--- src/rtl/ucpu_fetch_sequencer_if.sv ---
// Instruction-memory fetch bus between the fetch sequencer (master) and imem (slave).
// The request is held, with a stable address, until the memory acknowledges.
interface ucpu_fetch_sequencer_if #(
  parameter int unsigned PC_W = 8
);
  logic            imem_req;
  logic [PC_W-1:0] imem_addr;
  logic            imem_ack;
  logic [5:0]      imem_data;

  modport master (
    output imem_req,
    output imem_addr,
    input  imem_ack,
    input  imem_data
  );

  modport slave (
    input  imem_req,
    input  imem_addr,
    output imem_ack,
    output imem_data
  );
endinterface

--- src/rtl/ucpu_fetch_sequencer.sv ---
// Fetch/issue controller for the 6-bit accumulator uProcessor: owns the PC and the
// instruction register, and strobes exec_en for one cycle per retired instruction.
module ucpu_fetch_sequencer #(
  parameter int unsigned PC_W        = 8,
  parameter logic [3:0]  HALT_OP     = 4'b1111,
  parameter logic [5:0]  NOP_INS     = 6'b1011_00,
  parameter int unsigned ACK_TIMEOUT = 15,
  parameter int unsigned CNT_W       = 16
) (
  input  logic                      clk,
  input  logic                      rst_n,
  input  logic                      run,
  input  logic                      step,
  input  logic                      halt_req,
  ucpu_fetch_sequencer_if.master    imem,
  output logic [5:0]                ins,
  output logic                      exec_en,
  output logic [PC_W-1:0]           pc,
  output logic [CNT_W-1:0]          retired,
  output logic                      busy,
  output logic                      halted,
  output logic                      fault
);

  localparam int unsigned TCNT_W = $clog2(ACK_TIMEOUT + 1);

  typedef enum logic [2:0] {
    S_IDLE,
    S_FETCH,
    S_EXEC,
    S_HALT,
    S_FAULT
  } state_e;

  typedef enum logic {
    M_RUN,
    M_STEP
  } mode_e;

  state_e            state_q, state_d;
  mode_e             mode_q, mode_d;
  logic [PC_W-1:0]   pc_q, pc_d;
  logic [5:0]        ins_q, ins_d;
  logic [CNT_W-1:0]  retired_q, retired_d;
  logic [TCNT_W-1:0] tcnt_q, tcnt_d;

  logic is_halt_op;
  assign is_halt_op = (ins_q[5:2] == HALT_OP);

  // NOTE: sequential state uses non-blocking assignments so every register
  // samples the pre-edge values, independent of statement order.
  always_ff @(posedge clk) begin
    if (!rst_n) begin
      state_q   <= S_IDLE;
      mode_q    <= M_RUN;
      pc_q      <= '0;
      ins_q     <= NOP_INS;
      retired_q <= '0;
      tcnt_q    <= '0;
    end else begin
      state_q   <= state_d;
      mode_q    <= mode_d;
      pc_q      <= pc_d;
      ins_q     <= ins_d;
      retired_q <= retired_d;
      tcnt_q    <= tcnt_d;
    end
  end

  // NOTE: every next-state variable is defaulted to its current value first, so
  // no path through the case statement can infer a latch.
  always_comb begin
    state_d   = state_q;
    mode_d    = mode_q;
    pc_d      = pc_q;
    ins_d     = ins_q;
    retired_d = retired_q;
    tcnt_d    = tcnt_q;

    unique case (state_q)
      S_IDLE: begin
        if (run && !halt_req) begin
          state_d = S_FETCH;
          mode_d  = M_RUN;
        end else if (step && !halt_req) begin
          state_d = S_FETCH;
          mode_d  = M_STEP;
        end
      end

      S_FETCH: begin
        // An ack on the final allowed cycle still completes the fetch.
        if (imem.imem_ack) begin
          ins_d   = imem.imem_data;
          tcnt_d  = '0;
          state_d = S_EXEC;
        end else begin
          tcnt_d = tcnt_q + TCNT_W'(1);
          if (tcnt_q == TCNT_W'(ACK_TIMEOUT - 1)) begin
            state_d = S_FAULT;
          end
        end
      end

      S_EXEC: begin
        if (is_halt_op) begin
          state_d = S_HALT;
        end else begin
          pc_d      = pc_q + PC_W'(1);
          retired_d = (&retired_q) ? retired_q : retired_q + CNT_W'(1);
          state_d   = (mode_q == M_RUN && run && !halt_req) ? S_FETCH : S_IDLE;
        end
      end

      S_HALT:  state_d = S_HALT;
      S_FAULT: state_d = S_FAULT;
      default: state_d = S_IDLE;
    endcase
  end

  assign imem.imem_req  = (state_q == S_FETCH);
  assign imem.imem_addr = pc_q;
  assign exec_en        = (state_q == S_EXEC) && !is_halt_op;
  assign ins            = ins_q;
  assign pc             = pc_q;
  assign retired        = retired_q;
  assign busy           = (state_q == S_FETCH) || (state_q == S_EXEC);
  assign halted         = (state_q == S_HALT);
  assign fault          = (state_q == S_FAULT);

endmodule
--- src/flat_wrapper.sv ---
// flat-port wrapper written by rule: the top's interface ports become plain ports
module ucpu_fetch_sequencer_flat 
#(
  parameter int unsigned PC_W        = 8,
  parameter logic [3:0]  HALT_OP     = 4'b1111,
  parameter logic [5:0]  NOP_INS     = 6'b1011_00,
  parameter int unsigned ACK_TIMEOUT = 15,
  parameter int unsigned CNT_W       = 16
)
  (clk, rst_n, run, step, halt_req, ins, exec_en, pc, retired, busy, halted, fault, imem_imem_req, imem_imem_addr, imem_imem_ack, imem_imem_data);
  ucpu_fetch_sequencer_if #(.PC_W(PC_W)) imem_i ();
  input  logic clk;
  input  logic rst_n;
  input  logic run;
  input  logic step;
  input  logic halt_req;
  output logic [5:0] ins;
  output logic exec_en;
  output logic [PC_W-1:0] pc;
  output logic [CNT_W-1:0] retired;
  output logic busy;
  output logic halted;
  output logic fault;
  output wire logic [$bits(imem_i.imem_req)-1:0] imem_imem_req;
  output wire logic [$bits(imem_i.imem_addr)-1:0] imem_imem_addr;
  input wire logic [$bits(imem_i.imem_ack)-1:0] imem_imem_ack;
  input wire logic [$bits(imem_i.imem_data)-1:0] imem_imem_data;
  assign imem_imem_req = imem_i.imem_req;
  assign imem_imem_addr = imem_i.imem_addr;
  assign imem_i.imem_ack = imem_imem_ack;
  assign imem_i.imem_data = imem_imem_data;
  ucpu_fetch_sequencer #(.PC_W(PC_W), .HALT_OP(HALT_OP), .NOP_INS(NOP_INS), .ACK_TIMEOUT(ACK_TIMEOUT), .CNT_W(CNT_W)) u_core (.clk(clk), .rst_n(rst_n), .run(run), .step(step), .halt_req(halt_req), .imem(imem_i), .ins(ins), .exec_en(exec_en), .pc(pc), .retired(retired), .busy(busy), .halted(halted), .fault(fault));
endmodule
--- config.mk ---
export PLATFORM = sky130hd
export DESIGN_NAME = ucpu_fetch_sequencer_flat
export DESIGN_NICKNAME = d
export VERILOG_FILES = /design/src/rtl/ucpu_fetch_sequencer_if.sv /design/src/rtl/ucpu_fetch_sequencer.sv /design/src/flat_wrapper.sv
export SDC_FILE = /design/constraint.sdc
export NUM_CORES = 1
export LEC_CHECK = 0
export BUFFER_PORTS_ARGS = -buffer_cell sky130_fd_sc_hd__buf_2
export CAP_MARGIN = 20
export CORE_MARGIN = 2
export CORE_UTILIZATION = 25
export CTS_BUF_LIST = sky130_fd_sc_hd__clkbuf_8 sky130_fd_sc_hd__clkbuf_16
export CTS_CLUSTER_SIZE = 10
export DETAILED_ROUTE_END_ITERATION = 16
export GPL_TIMING_DRIVEN = 0
export PLACE_DENSITY = 0.45
export SLEW_MARGIN = 20
export SYNTH_ARGS = -nofsm -noshare
export SYNTH_HDL_FRONTEND = slang
export SYNTH_SLANG_ARGS = --single-unit
--- constraint.sdc ---
create_clock -name clk -period 5.9 [get_ports clk]
set_input_delay 0.59 -clock clk [delete_from_list [all_inputs] [get_ports clk]]
set_output_delay 0.59 -clock clk [all_outputs]
set_load 0.02 [all_outputs]
==> results.toml <==
[place]
place_area_um2 = 2180
dpl.hpwl_um = 3210
dp.cells = 370
gp_congestion = 0.730
port_buffers = 53

[pwr]
leakagePower_nw = 0.982
p_sw_uw = 128
p_sw_share_pct = 23.6
power_density_nw_per_um2 = 237
ir_drop_v = 0.0000988
p_clk_share_pct = 41.5
p_int_uw = 415
power_frac_comb_pct = 9.2
seq_power_share_pct = 49.3

[global_routing]
grt_max_degree = 12
track_usage_pct = 11.3
first_global_vias = 1463
grt_first_pass_wirelength_um = 6860
overflow = 0
antenna_found_initial = 0

[yosys]
synth.largest_area_cell = "dfxtp_1"
synth.yosys.warnings = 0
syn_area_um2 = 1800
yosysSeqAreaShare_pct = 42.3
yosysMostFrequentCell = "dfxtp_1"
synth.area.top_cells = "dfxtp_1, nor2_1, nand2_1"
ys_ff_latch = 38
synth_ff_type = "dfxtp_1"
synth_top_area_share_pct = 42.3
syn_inst = 221
avgSynthCellArea_um2 = 8.13
synth_commonest_cells = "dfxtp_1, nor2_1, nand2_1"
synth_edf_count = 0
synthesis.nets = 237
synthArstFlopShare_pct = 0
synth_cell_types = 36

[timing]
max_freq_ghz = 0.438
tns_ns = 0
skew_ns = 0.00393
slew_violations = 0
fin_crit_sh_pct = 38.7
hold_viol_final = 0
worstMarginPinSlew_ns = 0.572
relSlewSlack_pct = 61.5
finalSetupViolations = 0
rsz0062_at_grt = "no"
period_needed_ns = 2.28
whs_ns = 0.457

[clocking]
post_cts_resized = 0
htreeDepth = 2
clk_pin_slew_ns = 0.07
clock-sinks = 38
post_cts_buffers = 0
cts_buffers = 5
cts_root_buf = "clkbuf_8"
clkLatencyLatePin_ns = 0.28
cts_hold_buffers = 0
cts_buffer_depth = 2
cts_tree = "built"

[outcome]
status = "completed"

[setup_path]
cp_cell_sequence = "nand2b_1 -> or3_1 -> buf_2 -> clkinv_1 -> buf_2"
worst_path_largest_cell_delay_ns = 0.37
crit_path_top_delay_cell = "dfxtp_1"
arrival_ns = 1.69
cp_data_required_time_ns = 5.31
start_kind = "flip-flop"
r2r_cells = 7
crit_type = "flip-flop to output port"
crit_path_frequent_cell = "buf_2"
cp-end-kind = "output port"
worstPathMaxFanout = 8

[drt]
vias = 1673
finalWirelength_um = 4300
wire_per_inst_um = 11.4
first_pass_iters = 4
drtAntennaViolNets = 0
drt_iter0_drc = 55
drc_errors = 0
via_per_inst = 4.44

[layout]
final_util_pct = 33.4
stdcell_count = 377
design_area_um2 = 2290
drive_above_1_share_pct = 26.0
fin_nets = 297
areaGrowthSynthToFinish_pct = 27.7
antennaDiodeCount = 0

[floorplan]
num_rows = 30
die_area_um2 = 7880
ios = 55
die_y_um = 88.8
die_x_um = 88.8
start_util_pct = 26.2
coreArea_um2 = 6870

[worst_hold_path]
hold_class = "flip-flop to flip-flop"
holdPathStages = 2

[job]
maxCapViolCount = 0
## area by class of cell
type	instances	area [um2]
Buffer	17	95.1
Clock buffer	6	82.6
Clock inverter	1	30.0
Fill cell	749	4570
Inverter	7	26.3
Multi-Input combinational cell	159	915
Sequential cell	38	761
Tap cell	96	120
Timing Repair Buffer	53	265
## placed cells by master (no fill, tap or decap)
master,n
nand3_1,11
mux2i_1,1
a21oi_1,12
ha_1,4
nand2_1,28
nand4_1,7
or3_1,5
or3b_1,1
xnor2_1,12
o21ai_0,6
dfxtp_1,38
nor2_1,29
nand4b_1,1
and4_4,1
buf_2,54
nor4b_1,1
and3_1,1
clkinv_1,1
and2_1,2
bufinv_16,1
buf_4,8
or2_2,2
a31oi_1,3
nor3_1,8
clkbuf_8,6
inv_1,6
clkbuf_1,8
nor3b_1,2
nand2b_1,3
nor4_1,5
xor2_1,7
a311oi_1,1
or4_1,1
a21o_1,1
or4b_4,1
o211ai_1,1
and4_1,1
a211oi_1,1
## cells by family (layout without fill, tap and decap cells)
group                      after synthesis  count (layout)  share of synthesized area [%]
buffers and inverters                   24              84                           6.75
adders and majority gates                4               4                           2.79
muxes                                    1               1                          0.557
and+or+nand+nor                        110             110                           30.5
DFF                                     38              38                           42.3
xor gates and xnor gates                19              19                           9.26
AOI/OAI and AO/OA                       25              25                           7.80
## registers in the layout (all words and copies together), names as in the netlist
name	flops
u_core.state_q	3
u_core.tcnt_q	4
u_core.imem.imem_addr	8
u_core.mode_q	1
u_core.ins	6
u_core.retired	16
## metrics by stage
| stage | setup slack (ns) | power (mW) |
|---|---|---|
| 2_1_floorplan | 3.77 | 0.306 |
| 3_3_place_gp | 3.60 | 0.324 |
| 3_5_place_dp | 3.66 | 0.325 |
| 4_1_cts | 3.58 | 0.554 |
| 5_1_grt | 3.41 | 0.572 |
| 6_report | 3.62 | 0.543 |
## worst max-delay path: cells and delay by family, from the launching register on
family	cells	cell delay (ns)
flip-flops	1	0.37
AND/OR/NAND/NOR	2	0.53
buffers and inverters	3	0.50
## power by group through the flow
stage / Clock, mW / Sequential [mW] / Combinational (mW)
final: 0.225 / 0.268 / 0.0498
after global routing: 0.247 / 0.269 / 0.0565
after CTS: 0.235 / 0.268 / 0.0508
after detailed placement: 0 / 0.274 / 0.0506
after global placement: 0 / 0.274 / 0.0503
after floorplan: 0 / 0.277 / 0.0291
## layer usage
metal	track usage, %	vias up	wire length, um
met5	0	-	0
met4	4.96	0	41
met3	2.99	2	174
met2	16.6	32	1950
met1	15.4	777	2130
li1	-	862	-
## path summary, 6_finish.rpt
check	startpoint	end	slack, ns
max	u_core.state_q[2]	exec_en	3.62
min	u_core.ins[1]	u_core.ins[1]	0.46
min reg2reg	u_core.ins[1]	u_core.ins[1]	0.46
max reg2reg	u_core.retired[0]	u_core.retired[10]	3.64
No activity file was read; power rests on OpenSTA's default activity.
